`config.mk`:
```
export PLATFORM = sky130hd
export DESIGN_NAME = spi_flash_reader
export DESIGN_NICKNAME = d
export VERILOG_FILES = /design/src/rtl/spi_flash_reader.sv
export SDC_FILE = /design/constraint.sdc
export NUM_CORES = 1
export LEC_CHECK = 0
export ABC_AREA = 1
export BUFFER_PORTS_ARGS = -buffer_cell sky130_fd_sc_hd__buf_2
export CAP_MARGIN = 30
export CORE_MARGIN = 2
export CORE_UTILIZATION = 45
export CTS_CLUSTER_SIZE = 40
export DETAILED_ROUTE_END_ITERATION = 10
export GPL_ROUTABILITY_DRIVEN = 0
export GPL_TIMING_DRIVEN = 0
export PLACE_DENSITY = 0.68
export SYNTH_ARGS = -nofsm -noshare
export SYNTH_HDL_FRONTEND = slang
export SYNTH_SLANG_ARGS = --single-unit
```
`constraint.sdc`:
```
create_clock -name clk -period 1.8 [get_ports clk]
set_input_delay 0.18 -clock clk [delete_from_list [all_inputs] [get_ports clk]]
set_output_delay 0.18 -clock clk [all_outputs]
set_load 0.05 [all_outputs]
```
`src/rtl/spi_flash_reader.sv`:
```
// spi_flash_reader: single-I/O SPI NOR read engine (mode 0, READ 0x03), one valid strobe per byte.
// Optional build macro SPI_WAKEUP_EN: send 0xAB after reset and wait WAKE_WAIT cycles before IDLE.
module spi_flash_reader #(
  parameter int CLK_DIV   = 2,
  parameter int CS_GAP    = 4,
  parameter int WAKE_WAIT = 512
) (
  input  logic        clk,
  input  logic        rst_n,
  input  logic [23:0] sr_addr,
  input  logic [15:0] sr_len,
  input  logic        sr_go,
  output logic        sr_rdy,
  output logic [7:0]  sr_data,
  output logic        sr_valid,
  output logic        spi_sclk,
  output logic        spi_cs_n,
  output logic        spi_mosi,
  input  logic        spi_miso
);
  localparam int DIV_W  = (CLK_DIV > 1) ? $clog2(CLK_DIV) : 1;
  localparam int WT_MAX = (WAKE_WAIT > CS_GAP) ? WAKE_WAIT : CS_GAP;
  localparam int WT_W   = $clog2(WT_MAX + 1);

`ifdef SPI_WAKEUP_EN
  typedef enum logic [2:0] {S_IDLE, S_CMD, S_ADDR, S_DATA, S_GAP, S_WAKE, S_WWAIT} state_t;
  localparam state_t S_RST = S_WAKE;
`else
  typedef enum logic [2:0] {S_IDLE, S_CMD, S_ADDR, S_DATA, S_GAP} state_t;
  localparam state_t S_RST = S_GAP;
`endif

  state_t           state, state_nxt;
  logic [DIV_W-1:0] div_cnt;
  logic [WT_W-1:0]  wt_cnt;
  logic [4:0]       bit_cnt;
  logic [15:0]      byte_cnt;
  logic [15:0]      len_q;
  logic [31:0]      tx_sh;
  logic [7:0]       rx_sh;
  logic             sclk_q, cs_n_q, byte_pend, sr_valid_q;
  logic [7:0]       sr_data_q;
  logic             wake_hold, shifting, div_end, rise, fall;

  // States in which chip select is held low.
  function automatic logic is_active(input state_t s);
    case (s)
      S_CMD, S_ADDR, S_DATA: is_active = 1'b1;
`ifdef SPI_WAKEUP_EN
      S_WAKE:                is_active = 1'b1;
`endif
      default:               is_active = 1'b0;
    endcase
  endfunction

`ifdef SPI_WAKEUP_EN
  logic wake_arm;
  // First WAKE cycle only loads 0xAB and drops cs_n; clocking starts after.
  assign wake_hold = (state == S_WAKE) && !wake_arm;
`else
  assign wake_hold = 1'b0;
`endif

  assign shifting = is_active(state) && !wake_hold;
  assign div_end  = (div_cnt == DIV_W'(CLK_DIV - 1));
  assign rise     = shifting && div_end && !sclk_q;
  assign fall     = shifting && div_end && sclk_q;

  always_ff @(posedge clk or negedge rst_n) begin
    if (!rst_n) state <= S_RST;
    else        state <= state_nxt;
  end

  always_comb begin
    state_nxt = state;
    case (state)
      S_IDLE:  if (sr_go) state_nxt = S_CMD;
      S_CMD:   if (fall && bit_cnt == 5'd7) state_nxt = S_ADDR;
      S_ADDR:  if (fall && bit_cnt == 5'd23) state_nxt = S_DATA;
      S_DATA:  if (fall && bit_cnt[2:0] == 3'd7 && byte_cnt == len_q) state_nxt = S_GAP;
      S_GAP:   if (wt_cnt == WT_W'(CS_GAP - 1)) state_nxt = S_IDLE;
`ifdef SPI_WAKEUP_EN
      S_WAKE:  if (fall && bit_cnt == 5'd7) state_nxt = S_WWAIT;
      S_WWAIT: if (wt_cnt == WT_W'(WAKE_WAIT - 1)) state_nxt = S_IDLE;
`endif
      default: state_nxt = S_GAP;
    endcase
  end

  always_ff @(posedge clk or negedge rst_n) begin
    if (!rst_n) begin
      div_cnt    <= '0;
      wt_cnt     <= '0;
      bit_cnt    <= '0;
      byte_cnt   <= '0;
      tx_sh      <= '0;
      sclk_q     <= 1'b0;
      cs_n_q     <= 1'b1;
      byte_pend  <= 1'b0;
      sr_valid_q <= 1'b0;
      sr_data_q  <= '0;
`ifdef SPI_WAKEUP_EN
      wake_arm   <= 1'b0;
`endif
    end else begin
      // Low on entry together with the first mosi bit, high one cycle after the last fall.
      cs_n_q     <= !(is_active(state) || is_active(state_nxt));
      byte_pend  <= rise && (state == S_DATA) && (bit_cnt[2:0] == 3'd7);
      sr_valid_q <= byte_pend;
      if (byte_pend) sr_data_q <= rx_sh;

      if (!shifting || div_end) div_cnt <= '0;
      else                      div_cnt <= div_cnt + 1'b1;

      if (rise)      sclk_q <= 1'b1;
      else if (fall) sclk_q <= 1'b0;

      if (state == S_IDLE) begin
        bit_cnt  <= '0;
        byte_cnt <= '0;
      end else if (fall) begin
        bit_cnt <= (state_nxt != state) ? 5'd0 : bit_cnt + 1'b1;
        if (state == S_DATA && bit_cnt[2:0] == 3'd7) byte_cnt <= byte_cnt + 1'b1;
      end

      // Shifting zeros in leaves mosi low for the whole data phase.
      if (state == S_IDLE && sr_go) tx_sh <= {8'h03, sr_addr};
      else if (fall)                tx_sh <= {tx_sh[30:0], 1'b0};

      if (state_nxt != state) wt_cnt <= '0;
`ifdef SPI_WAKEUP_EN
      else if (state == S_GAP || state == S_WWAIT) wt_cnt <= wt_cnt + 1'b1;
      if (wake_hold) begin
        tx_sh    <= {8'hAB, 24'h0};
        wake_arm <= 1'b1;
      end
`else
      else if (state == S_GAP) wt_cnt <= wt_cnt + 1'b1;
`endif
    end
  end

  always_ff @(posedge clk) begin
    if (rise) rx_sh <= {rx_sh[6:0], spi_miso};
    if (state == S_IDLE && sr_go) len_q <= sr_len;
  end

  assign sr_rdy   = (state == S_IDLE);
  assign sr_data  = sr_data_q;
  assign sr_valid = sr_valid_q;
  assign spi_sclk = sclk_q;
  assign spi_cs_n = cs_n_q;
  assign spi_mosi = tx_sh[31];

endmodule

```
After elaboration in Yosys (flattened, before gate mapping) --
Index checks and enable logic that the tools add are counted.
Word-level totals: input port bits 44, register bits 103, output and inout bits 13, logic and storage cells 76
Cells by class: reduce and logical (&&, ||, !) cells 25, equal/unequal tests 13, muxes and demuxes 21, $add $sub $neg 4
Operators with widths (count):
- 32-bit 2-to-1 mux | 2
- 16-bit 2-to-1 mux | 3
- 10-bit 2-to-1 mux | 2
- 16-bit by 1-bit adder with 16-bit output (second input constant) | 1
- 16-bit == test | 1
- 3-bit 2-to-1 mux | 5
- 5-bit 2-to-1 mux | 3
- 3-bit case mux with 5 select lines | 1
- 3-bit by 2-bit == test with 1-bit output (second input constant) | 4
- 1-bit logical AND | 11
- 10-bit by 1-bit adder with 10-bit output (second input constant) | 1
- 10-bit by 2-bit == test with 1-bit output (second input constant) | 1
- 2-bit nonzero test | 5
- 3-bit by 1-bit == test with 1-bit output (second input constant) | 2
- 3-bit == test (second input constant) | 2
- 3-bit OR reduction | 2
- 5-bit by 1-bit adder with 5-bit output (second input constant) | 1
- 5-bit by 3-bit == test with 1-bit output (second input constant) | 1
- 5-bit == test (second input constant) | 1
- 1-bit 2-to-1 mux | 5
- 1-bit zero test | 3
- 3-bit zero test | 1
- 3-bit inequality test | 1
- 1-bit logical OR | 2
- other kinds (2) | 2

Logic depth before layout (Yosys ltp) --
depth in word-level cells 14, gate-level depth with buffers 13, gate-level depth less buffers 13

Worst setup path after synthesis --
Ideal clock, no wire load.
path type flip-flop to flip-flop, start register state[0], end register len_q[0] (enable), required time 1451 ps, setup time 349 ps, stages on the path, launching flop included 7, setup slack -516 ps, clock period less this slack 2316 ps, arrival time 1967 ps, path buffers 1, path through dfrtp_1 > nor2_4 > inv_2 > nor2_2 > nand2_2 > inv_2 > buf_2
Between the ends: word-level cells in the longest chain between the ends 2
Ends and longest elaborated chain:
- start, declared | RTL line 33 | state_t state, state_nxt;
- start signal, assigned | RTL line 71 | else state <= state_nxt;
- 3-bit zero test
- via sr_rdy | RTL line 13 | output logic sr_rdy,
- 1-bit logical AND | RTL line 145 | if (state == S_IDLE && sr_go) len_q <= sr_len;
- end signal, assigned | RTL line 145
- end, declared | RTL line 38 | logic [15:0] len_q;
The timed path passes the listed nets, and every way through them passes these cells. A chain may end at the register's enable or synchronous reset.

Worst setup path after layout --
start register state[0], end register byte_cnt[11]
Between the ends: word-level cells in the longest chain between the ends 7, elaborated cells between the ends (all ways) 13, those cells by class 3 x eq/ne; 2 x mux; 8 x reduce/logical
Ends and longest elaborated chain:
- 3-bit by 2-bit == test with 1-bit output (tied with other cells) | RTL line 47, 123
- 3-bit OR reduction | RTL line 47 | case (s)
- 1-bit 2-to-1 mux | RTL line 47
- 1-bit logical AND (2 in series) | RTL line 67 | assign fall = shifting && div_end && sclk_q;
- 2-bit nonzero test (no line)
- 2-bit AND reduction (no line)
- end signal, assigned | RTL line 123 | if (state == S_DATA && bit_cnt[2:0] == 3'd7) byte_cnt <= byte_cnt + 1'b1;
- end, declared | RTL line 37 | logic [15:0] byte_cnt;
Parallel ways exist; a longest one is shown, timed or not.

==> out/results.txt <==
Die Height - 107 µm
largest net degree at the start of global routing - 61
required time of the critical path - 2.07 ns
Clk Latency, worst-skew pair - 0.39 ns
critical path type - reg -> reg
number of levels in the clock H-tree - 3
violated checks - setup timing
count of buffering cells on the critical path with inverters included - 2
leading cell types by total area after synthesis - sky130_fd_sc_hd__dfrtp_1 41%, sky130_fd_sc_hd__edfxtp_1 15%, sky130_fd_sc_hd__nand2_1 9.8%
hold_ws - 0.0167 ns
number of clock buffers inserted by TritonCTS - 9
die outline area - 11300 µm²
CTS clock-pin slew for the worst setup and hold paths - 0.09 ns
crit path cell chain - nor2_4, inv_2, nor2_4, inv_4, o21ai_4, nand2_4, nor3_4, nand2_2, nor3_1, nor2_2
total power - 4.14 mW
via count - 3894
synthesized netlist cell count - 505
Detail Route Antenna Nets - 0
count of warnings emitted by yosys - 0
worst-case setup margin in the final layout - -0.0921 ns
global route total overflow - 0
boundary pin count - 57
element type at the critical path end - flip-flop
layout cell share with drive strength beyond 1 - 0.292
antenna violations before repair - 0
distinct cell type count after synthesis - 40
launch point of the critical path - state[0]
arrival time of data at the critical path endpoint - 2.16 ns
CP top delay family - simple AND/OR/NAND/NOR gates
Highest Clock Rate - 529 MHz
startpoint of the most critical hold path - sr_addr[2]
count of final max-slew check failures - 0
Max Root-Sink Buffers - 2
synthesized netlist net count - 553
clock tree from TritonCTS - yes
worst vdd rail ir drop - 0.422 mV
Startpoint Class - flip-flop
kind of path behind the tightest hold check - in -> reg
period utilisation layout - 1.05
Antenna Cells - 0
Final nets - 687
portion of synthesized cell area occupied by the leading cell type - 0.407
per-cell via count in the routed design - 4.99
highest-delay cell along the critical path - sky130_fd_sc_hd__dfrtp_2
most frequent CP cell - sky130_fd_sc_hd__nor2_4
final WL - 10400 µm
Initial Util - 0.460
setup repair after global routing missed its margin - yes
most area-hungry cell type in the Yosys netlist - sky130_fd_sc_hd__dfrtp_1
netlist area before placement - 4730 µm²
measured slew at the worst slew-check pin - 0.466 ns
synthesized flop and latch total - 103
Hold Fails Final Rpt - 0
Placed Instance Area - 5230 µm²
headroom to the max-slew limit - 0.689
synthesis-to-finish area growth - 32.7%
syn_area_per_cell - 9.37 µm²
adder-cell area share of the yosys netlist - 0.0106
combinational family with the most area after synthesis - simple AND/OR/NAND/NOR gates
number of failing setup endpoints in the final timing report - 19
power density over the cells - 659 nW/µm²
placement row count - 37
fin area - 6280 µm²
Die W - 107 µm
worst reg2reg startpoint - state[0]
Final Core Density - 0.611
wire length of the first global-routing pass - 17100 µm
result of the run - finished with violations
Clock Sinks - 103
reported leakage power - 2.95 nW
wire length per cell after detailed routing - 13.3 µm
Max FO, Critical Path - 4
delay of the slowest critical-path stage - 0.45 ns
post-detailed-placement half-perimeter wirelength - 6670 µm
fraction of the yosys area taken by sequential cells - 0.571
max-cap violation count - 0
share of cell area taken by muxes after synthesis - 0.0190
vias in the first global route - 3742
simple-gate area share of the yosys netlist - 0.229
remaining design rule violation count - 0
xor/xnor cell area share of the yosys netlist - 0.0259
DR iter-0 viols - 170
count of input and output buffers - 56
core region area - 10300 µm²
overall global routing resource usage - 0.191
Tmin final - 1.89 ns
fraction of the mapped netlist area in compound gates - 0.0823
Initial DRT Pass Iterations - 4
Worst Skew - 0.00950 ns
Clk Tree Root Cell - sky130_fd_sc_hd__clkbuf_8
-- placed cells by master (no fill, tap or decap), types with 4 or more instances in the layout --
cell type	count
sky130_fd_sc_hd__a21oi_1	7
sky130_fd_sc_hd__buf_2	55
sky130_fd_sc_hd__buf_4	32
sky130_fd_sc_hd__buf_6	5
sky130_fd_sc_hd__clkbuf_2	4
sky130_fd_sc_hd__clkbuf_8	9
sky130_fd_sc_hd__dfrtp_1	74
sky130_fd_sc_hd__dlygate4sd3_1	32
sky130_fd_sc_hd__edfxtp_1	24
sky130_fd_sc_hd__inv_1	59
sky130_fd_sc_hd__inv_2	6
sky130_fd_sc_hd__inv_4	6
sky130_fd_sc_hd__mux2_2	8
sky130_fd_sc_hd__nand2_1	121
sky130_fd_sc_hd__nand3_1	24
sky130_fd_sc_hd__nand4_1	10
sky130_fd_sc_hd__nor2_1	32
sky130_fd_sc_hd__nor2_2	10
sky130_fd_sc_hd__nor2_4	5
sky130_fd_sc_hd__nor3_1	7
sky130_fd_sc_hd__nor3_2	4
sky130_fd_sc_hd__o211ai_1	5
sky130_fd_sc_hd__o21ai_0	20
sky130_fd_sc_hd__o21ai_2	6
sky130_fd_sc_hd__o221ai_1	11
sky130_fd_sc_hd__xor2_1	11
-- tightest hold or removal path, stage by stage --
cell and delay [ns]:
sky130_fd_sc_hd__buf_2 0.08, sky130_fd_sc_hd__nand2_1 0.04, sky130_fd_sc_hd__nand3_1 0.07
-- flip-flops by register name, indices dropped and copies added (netlist names) --
register   count
byte_cnt      16
tx_sh         32
sr_valid       1
sr_data        8
len_q         16
spi_sclk       1
rx_sh          8
spi_cs_n       1
div_cnt        1
state          3
byte_pend      1
bit_cnt        5
wt_cnt        10
-- kinds of logic after synthesis --
group	count (synthesis)
adders and majority gates	4
buffers and inverters	78
DFF	103
AOI/OAI and AO/OA	61
and+or+nand+nor	237
muxes	8
xor gates and xnor gates	14
-- routing by layer --
layer | share of wire | global-route usage | vias to the layer above
met5 | 0 | 0 | -
met4 | 0.015 | 0.0538 | 0
met3 | 0.040 | 0.0552 | 15
met1 | 0.44 | 0.243 | 1878
met2 | 0.50 | 0.319 | 72
li1 | - | - | 1929
-- per-stage QoR --
step	setup WS (ns)	instances	TNS, ns
floorplan	-0.137	505	-3.03
global placement	-0.215	697	-14.14
detailed placement	-0.255	698	-10.10
CTS	-0.0627	761	-0.257
global route	-0.183	780	-2.90
finish	-0.0921	780	-0.496
-- power by group --
group / leakage [nW] / switching (mW) / internal (mW)
Clock: 0.118 / 0.801 / 0.812
Sequential: 1.20 / 0 / 2.38
Combinational: 1.63 / 0.0581 / 0.0841
Total: 2.95 / 0.859 / 3.28
-- Yosys cell counts, drive strengths merged --
library cell and n:
a21oi 9, a22oi 1, a31oi 1, buf 2
clkbuf 7, dfrtp 77, dfstp 2, edfxtp 24
ha 4, inv 69, mux2 8, nand2 129
nand3 28, nand3b 2, nand4 10, nor2 47
nor3 14, nor3b 1, nor4 3, o211ai 6
o21a 1, o21ai 30, o221ai 11, o31ai 2
or2 3, xnor2 3, xor2 11
-- area by class of cell --
type,instances,area [µm²]
Multi-Input combinational cell,324,1940
Inverter,69,269
Fill cell,872,4000
Sequential cell,103,2700
Timing Repair Buffer,123,907
Buffer,9,60.1
Tap cell,136,170
Clock buffer,12,178
Clock inverter,4,47.5
-- repair_timing --
item,in CTS,in global routing
setup endpoints to repair,68,74
cloned,0,0
pin swaps,15,18
hold buffers,32,0
gates resized for setup,34,38
hold endpoints to repair,50,0
setup buffers,15,19
-- final timing paths --
| path | cells after the start | slack (ns) | end |
|---|---|---|---|
| worst max-delay path | 10 | -0.09 | byte_cnt[11] |
| worst min-delay path | 3 | 0.02 | tx_sh[2] |
| worst max register to register | 10 | -0.09 | byte_cnt[11] |
| worst min register to register | 0 | 0.38 | sr_valid |
| max in group asynchronous | 3 | 0.95 | spi_cs_n |
| min in group asynchronous | 2 | 0.22 | sr_data[3] |
Power figures use the tool's default switching activity.
